==> src/rtl/vga_timing_gen.sv <==
// rtl/vga_timing_gen.sv - parametrised raster timing generator (sync, active video, coordinates, strobes)
module vga_timing_gen #(
    parameter int   H_ACTIVE = 640,
    parameter int   H_FP     = 16,
    parameter int   H_SYNC   = 96,
    parameter int   H_BP     = 48,
    parameter int   V_ACTIVE = 480,
    parameter int   V_FP     = 10,
    parameter int   V_SYNC   = 2,
    parameter int   V_BP     = 33,
    parameter logic HS_POL   = 1'b0,
    parameter logic VS_POL   = 1'b0,
    parameter int   CNT_W    = 10
) (
    input  logic             clock_25,
    input  logic             reset,
    input  logic             pix_en,
    output logic             h_sync,
    output logic             v_sync,
    output logic             display_on,
    output logic [CNT_W-1:0] pixel_x,
    output logic [CNT_W-1:0] pixel_y,
    output logic             line_start,
    output logic             frame_start,
    output logic             vblank
);

    localparam int H_TOTAL = H_ACTIVE + H_FP + H_SYNC + H_BP;
    localparam int V_TOTAL = V_ACTIVE + V_FP + V_SYNC + V_BP;

    generate
        if (H_TOTAL > 2**CNT_W || V_TOTAL > 2**CNT_W) begin : g_width_check
            $error("vga_timing_gen: CNT_W too small for H_TOTAL/V_TOTAL");
        end
        if (H_ACTIVE < 1 || H_FP < 1 || H_SYNC < 1 || H_BP < 1 ||
            V_ACTIVE < 1 || V_FP < 1 || V_SYNC < 1 || V_BP < 1 || CNT_W < 1) begin : g_param_check
            $error("vga_timing_gen: every timing parameter must be >= 1");
        end
    endgenerate

    // Sync windows end before the back porch, so every constant fits in CNT_W bits.
    localparam logic [CNT_W-1:0] H_LAST   = CNT_W'(H_TOTAL - 1);
    localparam logic [CNT_W-1:0] V_LAST   = CNT_W'(V_TOTAL - 1);
    localparam logic [CNT_W-1:0] H_ACT    = CNT_W'(H_ACTIVE);
    localparam logic [CNT_W-1:0] V_ACT    = CNT_W'(V_ACTIVE);
    localparam logic [CNT_W-1:0] HS_START = CNT_W'(H_ACTIVE + H_FP);
    localparam logic [CNT_W-1:0] HS_END   = CNT_W'(H_ACTIVE + H_FP + H_SYNC);
    localparam logic [CNT_W-1:0] VS_START = CNT_W'(V_ACTIVE + V_FP);
    localparam logic [CNT_W-1:0] VS_END   = CNT_W'(V_ACTIVE + V_FP + V_SYNC);

    logic [CNT_W-1:0] x_q, x_d, y_q, y_d;
    logic             hs_q, hs_d, vs_q, vs_d;
    logic             de_q, de_d, vb_q, vb_d;
    logic             ls_q, ls_d, fs_q, fs_d;

    always_comb begin
        x_d  = x_q;
        y_d  = y_q;
        hs_d = hs_q;
        vs_d = vs_q;
        de_d = de_q;
        vb_d = vb_q;
        ls_d = 1'b0;
        fs_d = 1'b0;
        if (reset) begin
            x_d  = H_LAST;
            y_d  = V_LAST;
            hs_d = ~HS_POL;
            vs_d = ~VS_POL;
            de_d = 1'b0;
            vb_d = 1'b1;
        end else if (pix_en) begin
            if (x_q == H_LAST) begin
                x_d = '0;
                y_d = (y_q == V_LAST) ? '0 : y_q + CNT_W'(1);
            end else begin
                x_d = x_q + CNT_W'(1);
            end
            // Decodes use the position being loaded so all outputs stay aligned.
            hs_d = ((x_d >= HS_START) && (x_d < HS_END)) ? HS_POL : ~HS_POL;
            vs_d = ((y_d >= VS_START) && (y_d < VS_END)) ? VS_POL : ~VS_POL;
            de_d = (x_d < H_ACT) && (y_d < V_ACT);
            vb_d = (y_d >= V_ACT);
            ls_d = (x_d == '0);
            fs_d = (x_d == '0) && (y_d == '0);
        end
    end

    always_ff @(posedge clock_25) begin
        x_q  <= x_d;
        y_q  <= y_d;
        hs_q <= hs_d;
        vs_q <= vs_d;
        de_q <= de_d;
        vb_q <= vb_d;
        ls_q <= ls_d;
        fs_q <= fs_d;
    end

    assign pixel_x     = x_q;
    assign pixel_y     = y_q;
    assign h_sync      = hs_q;
    assign v_sync      = vs_q;
    assign display_on  = de_q;
    assign vblank      = vb_q;
    assign line_start  = ls_q;
    assign frame_start = fs_q;

endmodule

==> config.mk <==
export PLATFORM = sky130hd
export DESIGN_NAME = vga_timing_gen
export DESIGN_NICKNAME = d
export VERILOG_FILES = /design/src/rtl/vga_timing_gen.sv
export SDC_FILE = /design/constraint.sdc
export NUM_CORES = 1
export LEC_CHECK = 0
export BUFFER_PORTS_ARGS = -buffer_cell sky130_fd_sc_hd__buf_4
export CAP_MARGIN = 15
export CORE_MARGIN = 2
export CORE_UTILIZATION = 35
export CTS_CLUSTER_DIAMETER = 200
export CTS_CLUSTER_SIZE = 20
export DETAILED_ROUTE_END_ITERATION = 7
export PLACE_DENSITY_LB_ADDON = 0.25
export SLEW_MARGIN = 20
export SYNTH_ARGS = -nofsm -noshare
export SYNTH_HDL_FRONTEND = slang
export SYNTH_SLANG_ARGS = --single-unit
==> constraint.sdc <==
create_clock -name clock_25 -period 2.5 [get_ports clock_25]
set_input_delay 0.125 -clock clock_25 [delete_from_list [all_inputs] [get_ports clock_25]]
set_output_delay 0.125 -clock clock_25 [all_outputs]
set_load 0.005 [all_outputs]
==> summary.log <==
qor: outcome.status completed
qor: cts.cts-root-to-sink-buffers 2
qor: synth.synth.avg_cell_area 7.748 sq um
qor: cells_and_area.layout_common_cells sky130_fd_sc_hd__buf_4, sky130_fd_sc_hd__dfxtp_1, sky130_fd_sc_hd__nor2_1
qor: synth.mappedNetlistNets 245
qor: floorplan.fp.coreArea 5107 sq um
qor: synth.synth_top_cell_by_area sky130_fd_sc_hd__dfxtp_1
qor: synth.syn-instance-count 239
qor: worst_setup_path.critical_path.max_stage_delay 0.51 ns
qor: worst_setup_path.worst_path_bufs_invs 0
qor: sta.setup_viol 0
qor: placed_design.gp_congestion 0.8836
qor: synth.synth_top_family_by_area simple AND/OR/NAND/NOR gates
qor: min_path.worstHoldStart reset
qor: global_routing.number_of_antenna_violations_at_the_first_check_in_global_routing 0
qor: global_routing.vias_in_the_first_global_route 1,635
qor: synth.synth_compound_area_share 24.26%
qor: route.drc 0
qor: sta.timing.slew.headroom 61.40%
qor: synth.yosys-mux-area-fraction 1.081%
qor: worst_setup_path.timing.setup.critical_path_class register to register
qor: route.antenna_violating_nets_post_route 0
qor: floorplan.vertical_extent_of_the_die 76.74 microns
qor: cts.clock_latency 0.28 ns
qor: route.dr.pass1.iters 4
qor: floorplan.floorplan.die_area 5888 sq um
qor: synth.synth_flop_cell sky130_fd_sc_hd__dfxtp_1
qor: sta.slew_viol_final 0
qor: floorplan.initial_core_util 36.26%
qor: cts.clockRootBuffer sky130_fd_sc_hd__clkbuf_8
qor: cells_and_area.num_antenna_cells 0
qor: sta.min_period 2.330 ns
qor: cts.path_clk_slew 0.10 ns
qor: route.detailroute.via_count 1,889
qor: placed_design.hpwlAfterDp 3619 microns
qor: global_routing.grt_util_all_layers 17.19%
qor: synth.synthesis.yosys.warnings 0
qor: synth.library_cells_used_by_synthesis 56
qor: cells_and_area.drive_gt1_share 22.68%
qor: sta.worst_slack 0.1697 ns
qor: power.power_density 539.3 nW/um^2
qor: job.cap_viol_max_count 0
qor: worst_setup_path.cp_max_fo 5
qor: cts.cts_hold_repair.buffers 0
qor: worst_setup_path.critical-path-slowest-cell sky130_fd_sc_hd__or4_1
qor: worst_setup_path.crit_path_cell_trace ha_1 > and4_4 > nand3_4 > or4_1 > a221o_1 > a2111oi_2 > and4_1
qor: route.wl 5064 microns
qor: synth.synth-simple-area-share 32.09%
qor: worst_setup_path.worst_setup_path_startpoint pixel_x[1]
qor: worst_setup_path.critPathCaptureType register
qor: worst_setup_path.critPathLaunchType register
qor: worst_setup_path.worstPathRequired 2.72 ns
qor: floorplan.io_pins 29
qor: sta.grt_setup_unrepaired no
qor: cells_and_area.area_delta_synth_final 21.76%
qor: route.wl_per_cell 14.94 microns
qor: cells_and_area.mostFrequentLayoutCell sky130_fd_sc_hd__buf_4
qor: synth.synthAdderAreaFrac 2.027%
qor: floorplan.num_rows 26
qor: sta.hold_viol 0
qor: synth.post-synth-top-area-fraction 28.11%
qor: cells_and_area.n_fill_cell 524
qor: floorplan.die_w 76.74 microns
qor: worst_setup_path.cpLargestDelayFamily simple AND/OR/NAND/NOR gates
qor: global_routing.grt_first_pass_wirelength 8293 microns
qor: synth.synth_xor_area_share 5.203%
qor: worst_setup_path.timing.critical_path.arrival 2.55 ns
qor: sta.finClkSkew 0.007148 ns
qor: cts.clock-sinks 26
qor: sta.max_freq 0.4291 GHz
qor: placed_design.dp_worst_setup_slack 0.2003 ns
qor: route.avg_vias_per_cell 5.572
qor: power.leakage 0.8721 nW
qor: global_routing.pin_count_of_the_biggest_net_entering_global_routing 28
qor: global_routing.grt_overflow 0
qor: cts.tritoncts yes
qor: worst_setup_path.timing.rr.start pixel_x[1]
qor: synth.synthesis.area 1852 sq um
qor: sta.min_period_over_period 93.21%
qor: cts.cts_made_buffers 3
qor: cells_and_area.fin_nets 277
qor: synth.synth_sequential_area_ratio 28.11%
qor: route.drtIter0Drc 192
qor: cts.cts.htree.levels 1
qor: sta.tightestPinTransition 0.5783 ns
qor: synth.async_flop_share 0%
qor: min_path.worst_hold_path_type input pin to register
qor: synth.synth_enable_flop_cells 0
qor: synth.synth_area_leaders sky130_fd_sc_hd__dfxtp_1, sky130_fd_sc_hd__nor2_1, sky130_fd_sc_hd__xnor2_1
qor: synth.ys_seq_elements 26
qor: sta.setup_total_negative_slack 0 ns
qor: placed_design.port_buf_inserts 28
qor: power.max-vdd-ir-drop 0.2242 mV
## worst register-to-register path, delay by kind of cell (launching register included)
kind | cells | cell delay [ns]
AND/OR/NAND/NOR | 4 | 1.08
adder cells (fa/ha/maj) | 1 | 0.24
AO/OA/AOI/OAI | 2 | 0.56
flip-flops | 1 | 0.41
## flip-flops by register name, indices dropped and copies added, names as in the netlist
register     count
v_sync           1
display_on       1
h_sync           1
vblank           1
pixel_y         10
line_start       1
frame_start      1
pixel_x         10
## what timing repair did
item	4_1_cts	5_1_grt
setup endpoints to repair	0	5
setup buffers	0	3
gates resized for setup	0	1
## worst paths after layout
| check | to | slack [ns] | cells past startpoint |
|---|---|---|---|
| hold / removal | pixel_x[6] | 0.21 | 2 |
| setup reg to reg | frame_start | 0.17 | 7 |
| setup / recovery | frame_start | 0.17 | 7 |
| hold reg to reg | display_on | 0.48 | 2 |
## routing by layer
layer	global-route usage [%]	share of wire, %	wire, microns
met5	0	0	0
met4	6.909	1.8	93
met3	2.235	5.2	265
met2	24.39	43	2163
met1	25.94	50	2542
## power by group
part,internal (W),switching (W),total [W]
Sequential,0.000442,0.0000386,0.000481
Combinational,0.000223,0.000264,0.000487
Clock,0.000108,0.000140,0.000248
Total,0.000773,0.000443,0.00122
## kinds of logic after synthesis
| family | Yosys count |
|---|---|
| AO/OA/AOI/OAI | 66 |
| adder cells (fa/ha/maj) | 3 |
| buffers and inverters | 32 |
| flip-flops | 26 |
| XOR/XNOR | 11 |
| AND/OR/NAND/NOR | 99 |
| multiplexers | 2 |
## synthesized netlist by cell type, drive strengths merged (3+ instances only)
master	count
dfxtp	26
o32ai	4
ha	3
o31ai	3
nand2	12
a21oi	15
a211o	4
xnor2	9
or3	8
inv	10
nand3	12
a221o	4
nor3	7
nor2	22
buf	9
o21ai	14
and4	4
a31oi	5
nand4	8
o22ai	3
clkbuf	12
and3	6
nand2b	4
nor4	3
## cell type report
class                   count  area (sq um)  share of cell area, %
clock buffers               3         41.29                  1.831
inverters                  11         41.29                  1.831
multi-input cells         181          1204                  53.38
flip-flops and latches     26         520.5                  23.09
well taps                  70         87.58                  3.885
repair buffers             48         360.3                  15.98
## per-stage QoR
| step | instances | power (W) | util (%) | instance area, sq um | hold slack (ns) |
|---|---|---|---|---|---|
| 2_1_floorplan | 239 | 0.0008041 | - | 1852 | 0.3659 |
| 3_3_place_gp | 333 | 0.0009562 | 42.77 | 2185 | 0.4625 |
| 3_5_place_dp | 333 | 0.0009589 | 42.77 | 2185 | 0.4681 |
| 4_1_cts | 336 | 0.001212 | 43.58 | 2226 | 0.2052 |
| 5_1_grt | 339 | 0.001299 | 44.15 | 2255 | 0.2187 |
| 6_report | 339 | 0.001216 | 44.15 | 2255 | 0.2114 |
(Power assumes the default switching activity.)
